### src/rtl/half_adder_bist.sv
// Built-in self-test controller for the combinational half adder.
// Walks a/b through 00, 01, 10, 11, holding each vector for HOLD_CYCLES
// clocks, samples sum/cout on the last hold cycle and records failures.
module half_adder_bist #(
    parameter int unsigned HOLD_CYCLES = 4
) (
    input  logic       clk,
    input  logic       rst_n,
    input  logic       start,
    output logic       a,
    output logic       b,
    input  logic       sum,
    input  logic       cout,
    output logic       busy,
    output logic       done,
    output logic       pass,
    output logic [2:0] err_count,
    output logic [3:0] fail_vec
);

    localparam int unsigned CW = (HOLD_CYCLES > 1) ? $clog2(HOLD_CYCLES) : 1;
    localparam logic [CW-1:0] CNT_LAST = CW'(HOLD_CYCLES - 1);

    typedef enum logic [1:0] {
        IDLE,
        APPLY,
        DONE
    } state_t;

    state_t        state;
    state_t        state_nxt;
    logic [1:0]    vec;
    logic [CW-1:0] cnt;
    logic          last_hold;
    logic          mismatch;
    logic          launch;

    // Decode of hold-end, response check and run launch
    always_comb begin
        last_hold = (cnt == CNT_LAST);
        mismatch  = (sum != (vec[1] ^ vec[0])) || (cout != (vec[1] & vec[0]));
        launch    = start && ((state == IDLE) || (state == DONE));
    end

    // State register
    always_ff @(posedge clk or negedge rst_n) begin
        if (!rst_n) begin
            state <= IDLE;
        end else begin
            state <= state_nxt;
        end
    end

    // Next-state logic
    always_comb begin
        state_nxt = state;
        unique case (state)
            IDLE:    if (start) state_nxt = APPLY;
            APPLY:   if (last_hold && (vec == 2'd3)) state_nxt = DONE;
            DONE:    if (start) state_nxt = APPLY;
            default: state_nxt = IDLE;
        endcase
    end

    // Outputs decoded from registered state only
    always_comb begin
        a    = 1'b0;
        b    = 1'b0;
        busy = 1'b0;
        done = 1'b0;
        pass = 1'b0;
        unique case (state)
            APPLY: begin
                a    = vec[1];
                b    = vec[0];
                busy = 1'b1;
            end
            DONE: begin
                done = 1'b1;
                pass = (err_count == 3'd0);
            end
            default: ;
        endcase
    end

    // Vector index, hold counter and failure record
    always_ff @(posedge clk or negedge rst_n) begin
        if (!rst_n) begin
            vec       <= '0;
            cnt       <= '0;
            err_count <= '0;
            fail_vec  <= '0;
        end else if (launch) begin
            vec       <= '0;
            cnt       <= '0;
            err_count <= '0;
            fail_vec  <= '0;
        end else if (state == APPLY) begin
            if (last_hold) begin
                cnt <= '0;
                vec <= vec + 2'd1;
                if (mismatch) begin
                    fail_vec[vec] <= 1'b1;
                    err_count     <= err_count + 3'd1;
                end
            end else begin
                cnt <= cnt + 1'b1;
            end
        end
    end

endmodule

### config.mk
export PLATFORM = sky130hd
export DESIGN_NAME = half_adder_bist
export DESIGN_NICKNAME = d
export VERILOG_FILES = /design/src/rtl/half_adder_bist.sv
export SDC_FILE = /design/constraint.sdc
export NUM_CORES = 1
export LEC_CHECK = 0
export BUFFER_PORTS_ARGS = -buffer_cell sky130_fd_sc_hd__buf_4
export CORE_MARGIN = 3
export CORE_UTILIZATION = 32
export DETAILED_ROUTE_END_ITERATION = 10
export PLACE_DENSITY = 0.53
export REMOVE_ABC_BUFFERS = 1
export SLEW_MARGIN = 0
export SYNTH_ARGS = -nofsm -noshare
export SYNTH_HDL_FRONTEND = slang
export SYNTH_SLANG_ARGS = --single-unit
### constraint.sdc
create_clock -name clk -period 1.9 [get_ports clk]
set_input_delay 0.19 -clock clk [delete_from_list [all_inputs] [get_ports clk]]
set_output_delay 0.19 -clock clk [all_outputs]
set_load 0.01 [all_outputs]
==> results.md <==
- Leak: 0.0004678 uW
- Root buf cell: clkbuf_4
- Synth warnings: 0
- Vias in the first global route: 573
- Critical Path Sink Type: flop
- Hold Path Depth: 2
- FF-to-FF setup slack: approximately 0.18 ns
- Mapped Area: 750.7 um^2
- Critical Path Fanout Max: 5
- CP Class: reg -> reg
- Worst-path cell chain: inv_1 -> ha_1 -> xnor2_1 -> nand3_1 -> a32o_1
- Max cap viols: 0
- FF-to-FF End: fail_vec[3]
- Share of cells above drive strength 1: 25.00%
- Reg2reg start: vec[0]
- Syn Area/Cell: 9.878 um^2
- TritonCTS clock tree: built
- Post-DP Area: 893.4 um^2
- Hold WC Path Type: in -> reg
- Area growth syn-to-layout: 23.83%
- Psw: 602.9 uW
- Pwr Total: 1452 uW
- Commonest non-fill, non-tap cells in the layout: 17 x buf_4, 13 x dfrtp_1, 9 x inv_1, 9 x nand2_1, 7 x ha_1
- Synth area leaders: dfrtp_1 43%, ha_1 12%, inv_1 4.5%
- Clock slew at reported path FFs: 0.08 ns
- Synth unique cells: 27
- Slowest cell delay on critical path: 0.39 ns
- Fmax: 581.5 MHz
- Cell-internal power: 849.3 uW
- Max clock buf depth: 2
- Worst R2R Path Depth: 5
- Largest area contributor in the netlist: dfrtp_1
- GP Congestion: slightly below 0.8
- Family with the most delay on the worst path: flip-flops
- # resized after CTS: 0
- Cell area power density: 1562 nW/um^2
- Die H: between 50 and 60 um
- Setup total negative slack: 0 ns
- Crit-path slowest cell: dfrtp_1
- Initial Utilization: ~36%
- DR WL/cell: about 12 um
- Final core occ: between 40% and 50%
- Post-route cell area: 929.6 um^2
- Reg power frac: 34.8%
- Num rows: 16
- CTS Buf Count: 3
- FILL cells: 224
- Logic pwr share: 53.6%
- Hold_sp: start
- Slew @ Worst Pin: 0.4048 ns
- Drt first pass iters: 4
- Rel. slew slack: 72.82%
- WHS Endpoint: state[1]
- DP Wirelength: 1144 um
- Layout Skew: ~0.0012 ns
- Inserted Diodes: 0
- Routed WL: 1484 um
- # IOs: 17
- CP Data Required Time: a little over 2 ns
- Detailed Route Iter0 Violations: 15
- Final worst path period share: 90.51%
- Tot GR Track Use: 12.36%
- IO buf count: 16
- Min Tclk post-route: roughly 1.7 ns
- CP arrival: 1.88 ns
- Width of the die: 54.44 um
- Area of the core: 2082 um^2
- CP startpoint kind: flop
- Sink Count: 13
- Seq/Total Area, Yosys: a little over two fifths
- First-pass GRT wire length: 2573 um
- Pins Over Slew Limit: 0
- Fin nets: about 110
- Cells after Synth: 76
- Run status: completed
- Initial antenna violation count: 0
- Drc violations: 0
- Bufs and invs on worst path: 1
- Unrepaired setup endpoints after global routing: no
- VDD IR-drop max: 0.6324 mV
- Global route overflow: 0
- Final Hold Fails: 0
- Flops & latches, synth: 13
- Clock latency on the worst-skew pair: approximately 0.27 ns
- Synth top area share: 43.33%
- Net Sw Frac: 41.52%
- Final ANT Viol Nets: 0
- Number of vias per cell: around 4.7
- Power share of the clock group: 11.6%
- Die footprint: 2963 um^2
- Most common cell after layout, fill and taps aside: buf_4
- Final setup violation count: 0
- Largest net degree at the start of global routing: 14
- Via count: slightly below 600
- H-tree Lvls: 1
-- flip-flops by register name, summed over array words and instances (netlist names) --
register and count:
vec 2, state 2, cnt 2, err_count 3, fail_vec 4
-- worst max-delay path by stage --
stage	to	from	slack, ns	depth (start not counted)
final	fail_vec[3]	vec[0]	0.18	5
after global routing	fail_vec[3]	vec[0]	0.03	5
after CTS	fail_vec[3]	vec[0]	0.17	5
after detailed placement	fail_vec[3]	vec[0]	0.19	5
after global placement	fail_vec[3]	vec[0]	0.25	5
after floorplan	fail_vec[3]	vec[0]	0.34	5
-- area by class of cell --
| class | count | area [um^2] | share of cell area (%) |
|---|---|---|---|
| inverter | 9 | 33.78 | 3.634 |
| clock buffer | 4 | 26.28 | 2.826 |
| sequential | 13 | 325.3 | 34.99 |
| timing repair buffer | 18 | 137.6 | 14.80 |
| multi-input combinational | 52 | 372.9 | 40.11 |
| tap | 27 | 33.78 | 3.634 |
-- repair_timing --
action / CTS / global route
setup buffers: 0 / 0
endpoints found under the hold margin: 13 / 0
hold buffers: 1 / 0
-- through the flow --
stage | hold slack (ns) | std cells | setup slack (ns)
after floorplan | -0.1056 | 74 | 0.3380
after global placement | 0.04838 | 118 | 0.2532
after detailed placement | 0.04613 | 118 | 0.1916
after CTS | 0.1144 | 123 | 0.1743
after global routing | 0.1205 | 123 | 0.02897
final | 0.1188 | 123 | 0.1803
-- layer usage --
| metal | wire length, um | vias to the layer above | track usage [%] | part of all wire, % |
|---|---|---|---|---|
| li1 | - | 299 | - | - |
| met2 | 699 | 15 | 19.52 | 47 |
| met3 | 67 | 2 | 2.452 | 4.5 |
| met4 | 13 | 0 | 6.224 | 0.88 |
| met1 | 704 | 265 | 15.89 | 47 |
| met5 | 0 | - | 0 | 0 |
-- cells by family (layout without fill, tap and decap cells) --
kind of cell,Yosys count,after routing,synth area share (%)
adders and majority gates,7,7,11.67
xor gates and xnor gates,3,3,4.501
DFF,13,13,43.33
AOI/OAI and AO/OA,12,12,11.33
buffers and inverters,11,31,6.999
muxes,1,1,1.333
and+or+nand+nor,29,29,20.83
-- cell usage after synthesis --
| cell type | n |
|---|---|
| dfrtp_1 | 13 |
| inv_1 | 9 |
| nand2_1 | 9 |
| ha_1 | 7 |
| o21ai_0 | 5 |
| nand3_1 | 4 |
| and2_1 | 3 |
| nand2b_1 | 3 |
| nor2_1 | 3 |
| nand4_1 | 2 |
| xnor2_1 | 2 |
| a2111o_1 | 1 |
| a21oi_1 | 1 |
| a22oi_2 | 1 |
| a31o_2 | 1 |
| a32o_1 | 1 |
| and2b_1 | 1 |
| buf_2 | 1 |
| clkbuf_8 | 1 |
| mux2i_1 | 1 |
| nand3b_2 | 1 |
| nand4b_1 | 1 |
| nor2b_1 | 1 |
| nor3b_1 | 1 |
| o211ai_1 | 1 |
| o21ai_1 | 1 |
| xnor2_2 | 1 |
-- power groups by stage --
stage                     combinational [uW]  sequential (uW)  clock [uW]
final                                    779              505         168
after global routing                     888              529         194
after CTS                                793              508         177
after detailed placement                 786              512           0
after global placement                   778              508           0
after floorplan                          477              525           0
Power figures use the tool's default switching activity.
